File: config.mk
export PLATFORM = sky130hd
export DESIGN_NAME = transaction_control
export DESIGN_NICKNAME = d
export VERILOG_FILES = /design/src/rtl/transaction_control.sv
export SDC_FILE = /design/constraint.sdc
export NUM_CORES = 1
export LEC_CHECK = 0
export ABC_CLOCK_PERIOD_IN_PS = 5800
export CAP_MARGIN = 20
export CORE_MARGIN = 2
export CORE_UTILIZATION = 60
export DETAILED_ROUTE_END_ITERATION = 8
export PLACE_DENSITY = 0.89
export SLEW_MARGIN = 15
export SYNTH_ARGS = -nofsm -noshare
export SYNTH_HDL_FRONTEND = slang
export SYNTH_SLANG_ARGS = --single-unit
File: constraint.sdc
create_clock -name clock -period 5.8 [get_ports clock]
set_input_delay 1.16 -clock clock [delete_from_list [all_inputs] [get_ports clock]]
set_output_delay 1.16 -clock clock [all_outputs]
set_load 0.01 [all_outputs]
File: src/rtl/transaction_control.sv
// Sequences one key-checked coin transfer between P1 and P2 through the shared balance/key memory.
// Latency: three reads of RD_LAT+1 cycles, one check cycle, two write cycles, then the animation wait.
// Backpressure: start_transaction is a level handshake; finished_transaction holds until it drops.
module transaction_control #(
    parameter int BAL_W   = 8,
    parameter int KEY_W   = 4,
    parameter int RD_LAT  = 2,
    parameter int ANIM_TO = 4095
) (
    input  logic             clock,
    input  logic             resetn,
    input  logic             start_transaction,
    input  logic             player,
    input  logic [BAL_W-1:0] amount,
    input  logic [KEY_W-1:0] key,
    input  logic [BAL_W-1:0] mem_rdata,
    input  logic             anim_done,
    output logic [1:0]       mem_addr,
    output logic [BAL_W-1:0] mem_wdata,
    output logic             mem_wren,
    output logic             anim_start,
    output logic             finished_transaction,
    output logic [1:0]       status,
    output logic [3:0]       state_o
);
    localparam int RC_W = (RD_LAT > 0) ? $clog2(RD_LAT + 1) : 1;
    localparam int TO_W = (ANIM_TO > 1) ? $clog2(ANIM_TO + 1) : 1;
    localparam logic [RC_W-1:0] RD_LAST = RC_W'(RD_LAT);
    localparam logic [TO_W-1:0] TO_LAST = TO_W'((ANIM_TO > 0) ? ANIM_TO - 1 : 0);

    localparam logic [1:0] ST_OK       = 2'b00;
    localparam logic [1:0] ST_BAD_KEY  = 2'b01;
    localparam logic [1:0] ST_NO_FUNDS = 2'b10;
    localparam logic [1:0] ST_OVERFLOW = 2'b11;

    typedef enum logic [3:0] {
        S_IDLE   = 4'd0,
        S_RD_KEY = 4'd1,
        S_RD_SRC = 4'd2,
        S_RD_DST = 4'd3,
        S_CHK    = 4'd4,
        S_WR_SRC = 4'd5,
        S_WR_DST = 4'd6,
        S_ANIM   = 4'd7,
        S_DONE   = 4'd8
    } state_t;

    typedef struct packed {
        logic             player;
        logic [BAL_W-1:0] amount;
        logic [KEY_W-1:0] key;
    } req_t;

    state_t           state, state_nxt;
    req_t             req;
    logic [BAL_W-1:0] src_bal, dst_bal;
    logic [KEY_W-1:0] key_mem;
    logic [1:0]       status_q, status_nxt;
    logic [RC_W-1:0]  rd_cnt;
    logic [TO_W-1:0]  anim_cnt;
    logic             latch_req;
    logic             is_rd, rd_last, anim_timeout;
    logic [BAL_W:0]   dst_sum;

    assign is_rd        = (state == S_RD_KEY) || (state == S_RD_SRC) || (state == S_RD_DST);
    assign rd_last      = (rd_cnt == RD_LAST);
    assign dst_sum      = {1'b0, dst_bal} + {1'b0, req.amount};
    assign anim_timeout = (ANIM_TO != 0) && (anim_cnt == TO_LAST);

    always_comb begin
        state_nxt  = state;
        status_nxt = status_q;
        latch_req  = 1'b0;
        case (state)
            S_IDLE: begin
                if (start_transaction) begin
                    latch_req  = 1'b1;
                    status_nxt = ST_OK;
                    state_nxt  = S_RD_KEY;
                end
            end
            S_RD_KEY: begin
                if (!start_transaction) state_nxt = S_IDLE;
                else if (rd_last)       state_nxt = S_RD_SRC;
            end
            S_RD_SRC: begin
                if (!start_transaction) state_nxt = S_IDLE;
                else if (rd_last)       state_nxt = S_RD_DST;
            end
            S_RD_DST: begin
                if (!start_transaction) state_nxt = S_IDLE;
                else if (rd_last)       state_nxt = S_CHK;
            end
            S_CHK: begin
                if (!start_transaction) begin
                    state_nxt = S_IDLE;
                end else if (key_mem != req.key) begin
                    status_nxt = ST_BAD_KEY;
                    state_nxt  = S_DONE;
                end else if (src_bal < req.amount) begin
                    status_nxt = ST_NO_FUNDS;
                    state_nxt  = S_DONE;
                end else if (dst_sum[BAL_W]) begin
                    status_nxt = ST_OVERFLOW;
                    state_nxt  = S_DONE;
                end else begin
                    state_nxt = S_WR_SRC;
                end
            end
            // The write pair is atomic: once the debit lands, the credit always follows.
            S_WR_SRC: state_nxt = S_WR_DST;
            S_WR_DST: state_nxt = start_transaction ? S_ANIM : S_DONE;
            S_ANIM: begin
                if (anim_done || anim_timeout) state_nxt = S_DONE;
            end
            S_DONE: begin
                if (!start_transaction) state_nxt = S_IDLE;
            end
            default: state_nxt = S_IDLE;
        endcase
    end

    always_comb begin
        mem_addr  = 2'b00;
        mem_wdata = '0;
        mem_wren  = 1'b0;
        case (state)
            S_RD_KEY: mem_addr = {1'b1, req.player};
            S_RD_SRC: mem_addr = {1'b0, req.player};
            S_RD_DST: mem_addr = {1'b0, ~req.player};
            S_WR_SRC: begin
                mem_addr  = {1'b0, req.player};
                mem_wdata = src_bal - req.amount;
                mem_wren  = 1'b1;
            end
            S_WR_DST: begin
                mem_addr  = {1'b0, ~req.player};
                mem_wdata = dst_sum[BAL_W-1:0];
                mem_wren  = 1'b1;
            end
            default: ;
        endcase
    end

    always_ff @(posedge clock or negedge resetn) begin
        if (!resetn) begin
            state    <= S_IDLE;
            req      <= '0;
            src_bal  <= '0;
            dst_bal  <= '0;
            key_mem  <= '0;
            status_q <= ST_OK;
            rd_cnt   <= '0;
            anim_cnt <= '0;
        end else begin
            state    <= state_nxt;
            status_q <= status_nxt;
            if (latch_req) begin
                req <= '{player: player, amount: amount, key: key};
            end
            rd_cnt <= (is_rd && !rd_last) ? rd_cnt + 1'b1 : '0;
            // Read data is valid only on the last address-hold cycle.
            if (is_rd && rd_last) begin
                case (state)
                    S_RD_KEY: key_mem <= mem_rdata[KEY_W-1:0];
                    S_RD_SRC: src_bal <= mem_rdata;
                    S_RD_DST: dst_bal <= mem_rdata;
                    default: ;
                endcase
            end
            // Saturating so anim_start cannot re-fire while waiting forever.
            if (state == S_ANIM) begin
                if (anim_cnt != '1) anim_cnt <= anim_cnt + 1'b1;
            end else begin
                anim_cnt <= '0;
            end
        end
    end

    assign anim_start           = (state == S_ANIM) && (anim_cnt == '0);
    assign finished_transaction = (state == S_DONE);
    assign status               = status_q;
    assign state_o              = state;

endmodule

# ---- After elaboration in Yosys (flattened, before gate mapping)
# Index checks and enable logic that the tools add are counted.
dict set report op_classes {
  n_addsub 4
  magnitude_cmp 1
  eq_ne 21
  mux 29
  bitwise 1
  reduce_logical 18
}
# operator count
set ops {}
lappend ops {{4-bit two-way mux} 14}
lappend ops {{4-bit one-hot mux with 9 select lines} 1}
lappend ops {{12-bit two-way mux} 2}
lappend ops {{4-bit by 3-bit == test with 1-bit output (second input constant)} 4}
lappend ops {{8-bit one-hot mux with 2 select lines} 1}
lappend ops {{12-bit by 1-bit adder with 12-bit output (second input constant)} 1}
lappend ops {{12-bit == test (second input constant)} 1}
lappend ops {{12-bit zero test} 1}
lappend ops {{2-bit two-way mux} 6}
lappend ops {{12-bit inequality test (second input constant)} 1}
lappend ops {{8-bit by 8-bit adder with 9-bit output} 1}
lappend ops {{3-bit inequality test (second input constant)} 3}
lappend ops {{4-bit by 2-bit == test with 1-bit output (second input constant)} 2}
lappend ops {{8-bit less-than comparator} 1}
lappend ops {{2-bit inequality test (second input constant)} 4}
lappend ops {{8-bit subtractor} 1}
lappend ops {{2-bit one-hot mux with 3 select lines} 1}
lappend ops {{2-bit AND reduction} 3}
lappend ops {{6-bit AND reduction} 1}
lappend ops {{2-bit OR reduction} 3}
lappend ops {{4-bit by 1-bit == test with 1-bit output (second input constant)} 1}
lappend ops {{4-bit == test (second input constant)} 1}
lappend ops {{4-bit zero test} 1}
lappend ops {{4-bit inequality test} 1}
lappend ops {{12 further kinds} 18}
dict set report word_totals {
  reg_bits 53
  inputBits 25
  output_inout_bits 19
  elab_cells 84
}

# ---- Depth between registers and ports, before layout
dict set report logic_depth {
  depth_word 6
  mapped_depth 9
  depth_no_buf 9
}

# ---- Worst setup path before layout
# OpenSTA, ideal clock, no wires.
dict set report synth_timing {
  path_kind {register to output}
  startpoint {reg req[5] in the netlist's numbering}
  endpoint {out mem_wdata[5]}
  arrival_ns 1.881
  t_required_ns 4.640
  setup_slack_ns 2.759
  path_stages_with_launch 8
  n_path_buf 0
  cell_sequence {dfrtp_1 inv_1 ha_1 nor2b_1 o31a_1 o21a_1 or4b_1 nand3_1}
}
dict set report synth_via {
  elab_chain_len 2
  word_cells_on_any_way 3
  cone_classes {add/sub (2); mux (1)}
}
# element line_no
set synth_lines {}
lappend synth_lines {{start: declaration} 55} ;# req_t req;
lappend synth_lines {{start signal: assignment} 159} ;# req <= '{player: player, amount: amount, key: key};
lappend synth_lines {{8-bit by 8-bit adder with 9-bit output or 8-bit subtractor (tied branches)} {67, 133}}
lappend synth_lines {{8-bit one-hot mux with 2 select lines *} 127} ;# case (state)
lappend synth_lines {{end: declaration} 19} ;# output logic [BAL_W-1:0] mem_wdata,
# Every way passes the cells marked *; elsewhere a longest branch is shown, timed or not.

# ---- Worst setup path in the final report
# Ends and elaborated chain as after synthesis.

==> results by group <==
Global route
  – Total grt overflow: 0
  – Vias in the first global route: about 2700
  – GRT Util Overall: 25.5%
  – First-pass GRT wire length: between 10000 and 15000 µm
  – Antenna violations before repair: 0
  – Largest net degree at the start of global routing: 54

Route
  – DRT Pass-1 Iters: 6
  – Vias per cell: 6.02
  – Total Routed Length: 7300 µm
  – Routed length per instance: 16.2 µm
  – DR iter-0 viols: 200
  – ANT nets after route: 0
  – Via count: around 2700
  – DRC: 0

Critical path
  – CP max stage delay: 530 ps
  – Worst Path Required: about 4600 ps
  – FF-to-FF setup slack: ~3500 ps
  – Setup CP Type: reg -> out
  – CP Max Fanout: 3
  – Crit-path cells: inv_1, ha_1, nor2b_1, o31a_1, o21a_1, or4b_1, nand3_1, clkdlybuf4s50_1
  – Worst path slowest cell: clkdlybuf4s50_1
  – Crit path launch type: flop
  – CP delay by family, top: simple AND/OR/NAND/NOR gates
  – Worst EP arrival: between 2000 and 3000 ps
  – Worst Path Buf+Inv: 2
  – Crit end category: primary output

Yosys
  – Most frequent cell after synthesis: dfrtp_1
  – Top-area cell type share of the netlist area: approximately two fifths
  – Synthesis Warnings: 0
  – Top post-synthesis cells by area: dfrtp_1, mux2_2, ha_1
  – Synth Register Bits: 53
  – Register area share after synthesis: 39.3%
  – Synthesized area per cell: between 9 and 10 µm²
  – Fraction of registers with async set/reset: between 90% and 100%
  – Commonest cells in the synthesized netlist: dfrtp_1, nor2_1, mux2_2, nand2_1
  – Main synth FF type: dfrtp_1
  – Synth unique cells: 60
  – Synthesized instance count: around 340
  – Area leader, netlist: dfrtp_1
  – Netlist Area Pre-Place: between 3000 and 4000 µm²
  – Syn nets: 386
  – Number of synthesized flops with an enable pin: 0

STA
  – Clock skew: approximately 11 ps
  – Setup TNS: 0 ps
  – Final hold viol count: 0
  – Hold Slack: 428 ps
  – Slew HR: a little under three fifths
  – Minimum clock period: roughly 4000 ps
  – Final Slew Violations: 0
  – RSZ-0062 raised after global routing: false
  – Slew @ Worst Pin: ~660 ps
  – Fmax: roughly 0.25 GHz
  – Period utilization: around two thirds
  – Final setup fails: 0

Pwr
  – VDD IR max: a little over 300 µV
  – P_leak: between 1.5 and 2 nW
  – Power Dens Cells: 495 nW/µm²

Placed design
  – RD Place Congestion: between 0.8 and 0.9
  – HPWL after DPL: roughly 5300 µm
  – Input/output buffers: 43
  – Inst Count DP: approximately 440

CTS
  – Worst skew pair latency: between 300 and 400 ps
  – Clk buf depth: 2
  – Clk sinks: 53
  – Clock transition at path regs: around 100 ps
  – Root Buffer: clkbuf_8
  – H-tree levels: 2
  – CTS Buf Count: 5
  – Number of gates resized after cts: 0
  – CTS tree: built
  – Cts hold-fix bufs: 0
  – Post-CTS repair timing setup buffer count: 0

Die
  – Initial core utilization: 61.6%
  – FP Rows: 27
  – Die height: 79.0 µm
  – Die Wd: 79.0 µm
  – Core area: between 5000 and 6000 µm²
  – Die area: between 6000 and 7000 µm²
  – # IOs: 44

Layout
  – Layout fillers: roughly 430
  – Share of cells above drive strength 1: 13.4%
  – Nets: ~430
  – FF+latch area: approximately 1300 µm²
  – Antenna cell count: 0
  – Layout Cells excl Fill: 452
  – Multi-input gate area in the final layout: ~1900 µm²
  – Area grow syn2layout: 16.6%

Outcome
  – Status: completed

Min path
  – Hold Path Class: reg -> reg

Flow run
  – Max cap viols: 0
## cell usage in the layout, fill, tap and decap left out, types with 4 or more instances in the layout
master           netlist  layout
nor3_1                12      12
nor2_1                32      32
xnor2_1               15      15
a21oi_1               13      13
nand3_1               10      10
a211oi_1               4       4
dfrtp_1               53      53
clkbuf_8               0       5
nand2_1               27      27
xor2_1                 7       7
inv_1                 20      20
o21ai_0               19      19
ha_1                  20      20
clkdlybuf4s50_1        0      42
mux2_2                27      27
## path summary, 6_finish.rpt
path                                          end                start  cells after the start
setup reg to reg           state_o[2]$_DFFE_PN0P_   req[4]$_DFFE_PN0P_                      7
setup / recovery                     mem_wdata[5]   req[5]$_DFFE_PN0P_                      8
max in group asynchronous     rd_cnt[1]$_DFF_PN0_               resetn                      2
hold reg to reg               rd_cnt[0]$_DFF_PN0_  rd_cnt[0]$_DFF_PN0_                      1
min in group asynchronous      req[9]$_DFFE_PN0P_               resetn                      2
hold / removal                rd_cnt[0]$_DFF_PN0_  rd_cnt[0]$_DFF_PN0_                      1
## layer usage
| metal | GRT usage, % | share of wire (%) | routed length, µm | vias up |
|---|---|---|---|---|
| met5 | 0 | 0 | 0 | - |
| met4 | 9.66 | 3.0 | 221 | 0 |
| met3 | 4.32 | 4.9 | 360 | 30 |
| met2 | 42.5 | 48 | 3480 | 112 |
| met1 | 33.4 | 44 | 3230 | 1280 |
| li1 | - | - | - | 1300 |
## power by group
part           internal [mW]  leakage [nW]  switching (mW)
Sequential             0.507         0.670           0.140
Clock                 0.0860        0.0445           0.131
Combinational          0.540         0.961           0.544
Total                   1.13          1.68           0.815
## sequential cells by signal, summed over array words and instances, names as in the netlist
register	cells
status	2
req	13
anim_cnt	12
dst_bal	8
rd_cnt	2
key_mem	4
state_o	4
src_bal	8
## layout make-up
type | count | area share (%)
clock buffers | 5 | 1.75
clock inverters | 3 | 0.541
inverters | 20 | 1.91
multi-input cells | 254 | 48.6
flip-flops and latches | 53 | 33.7
well taps | 72 | 2.29
repair buffers | 45 | 11.2
## cells by family after synthesis
group | count (synthesis) | share of synthesized area [%]
multiplexers | 29 | 9.61
XOR/XNOR | 22 | 5.71
flip-flops | 53 | 39.3
AND/OR/NAND/NOR | 112 | 18.0
AO/OA/AOI/OAI | 69 | 14.7
adder cells (fa/ha/maj) | 22 | 8.61
buffers and inverters | 32 | 4.04
## through the flow
stage	util [%]	area (µm²)	total power, mW	worst slack (ps)
after CTS	71.9	3930	1.95	1830
after floorplan	-	3370	1.45	2760
final	71.9	3930	1.95	1840
after global routing	71.9	3930	2.10	1650
after detailed placement	70.2	3840	1.72	2200
after global placement	70.2	3840	1.68	2230
No activity file was read; power rests on OpenSTA's default activity.
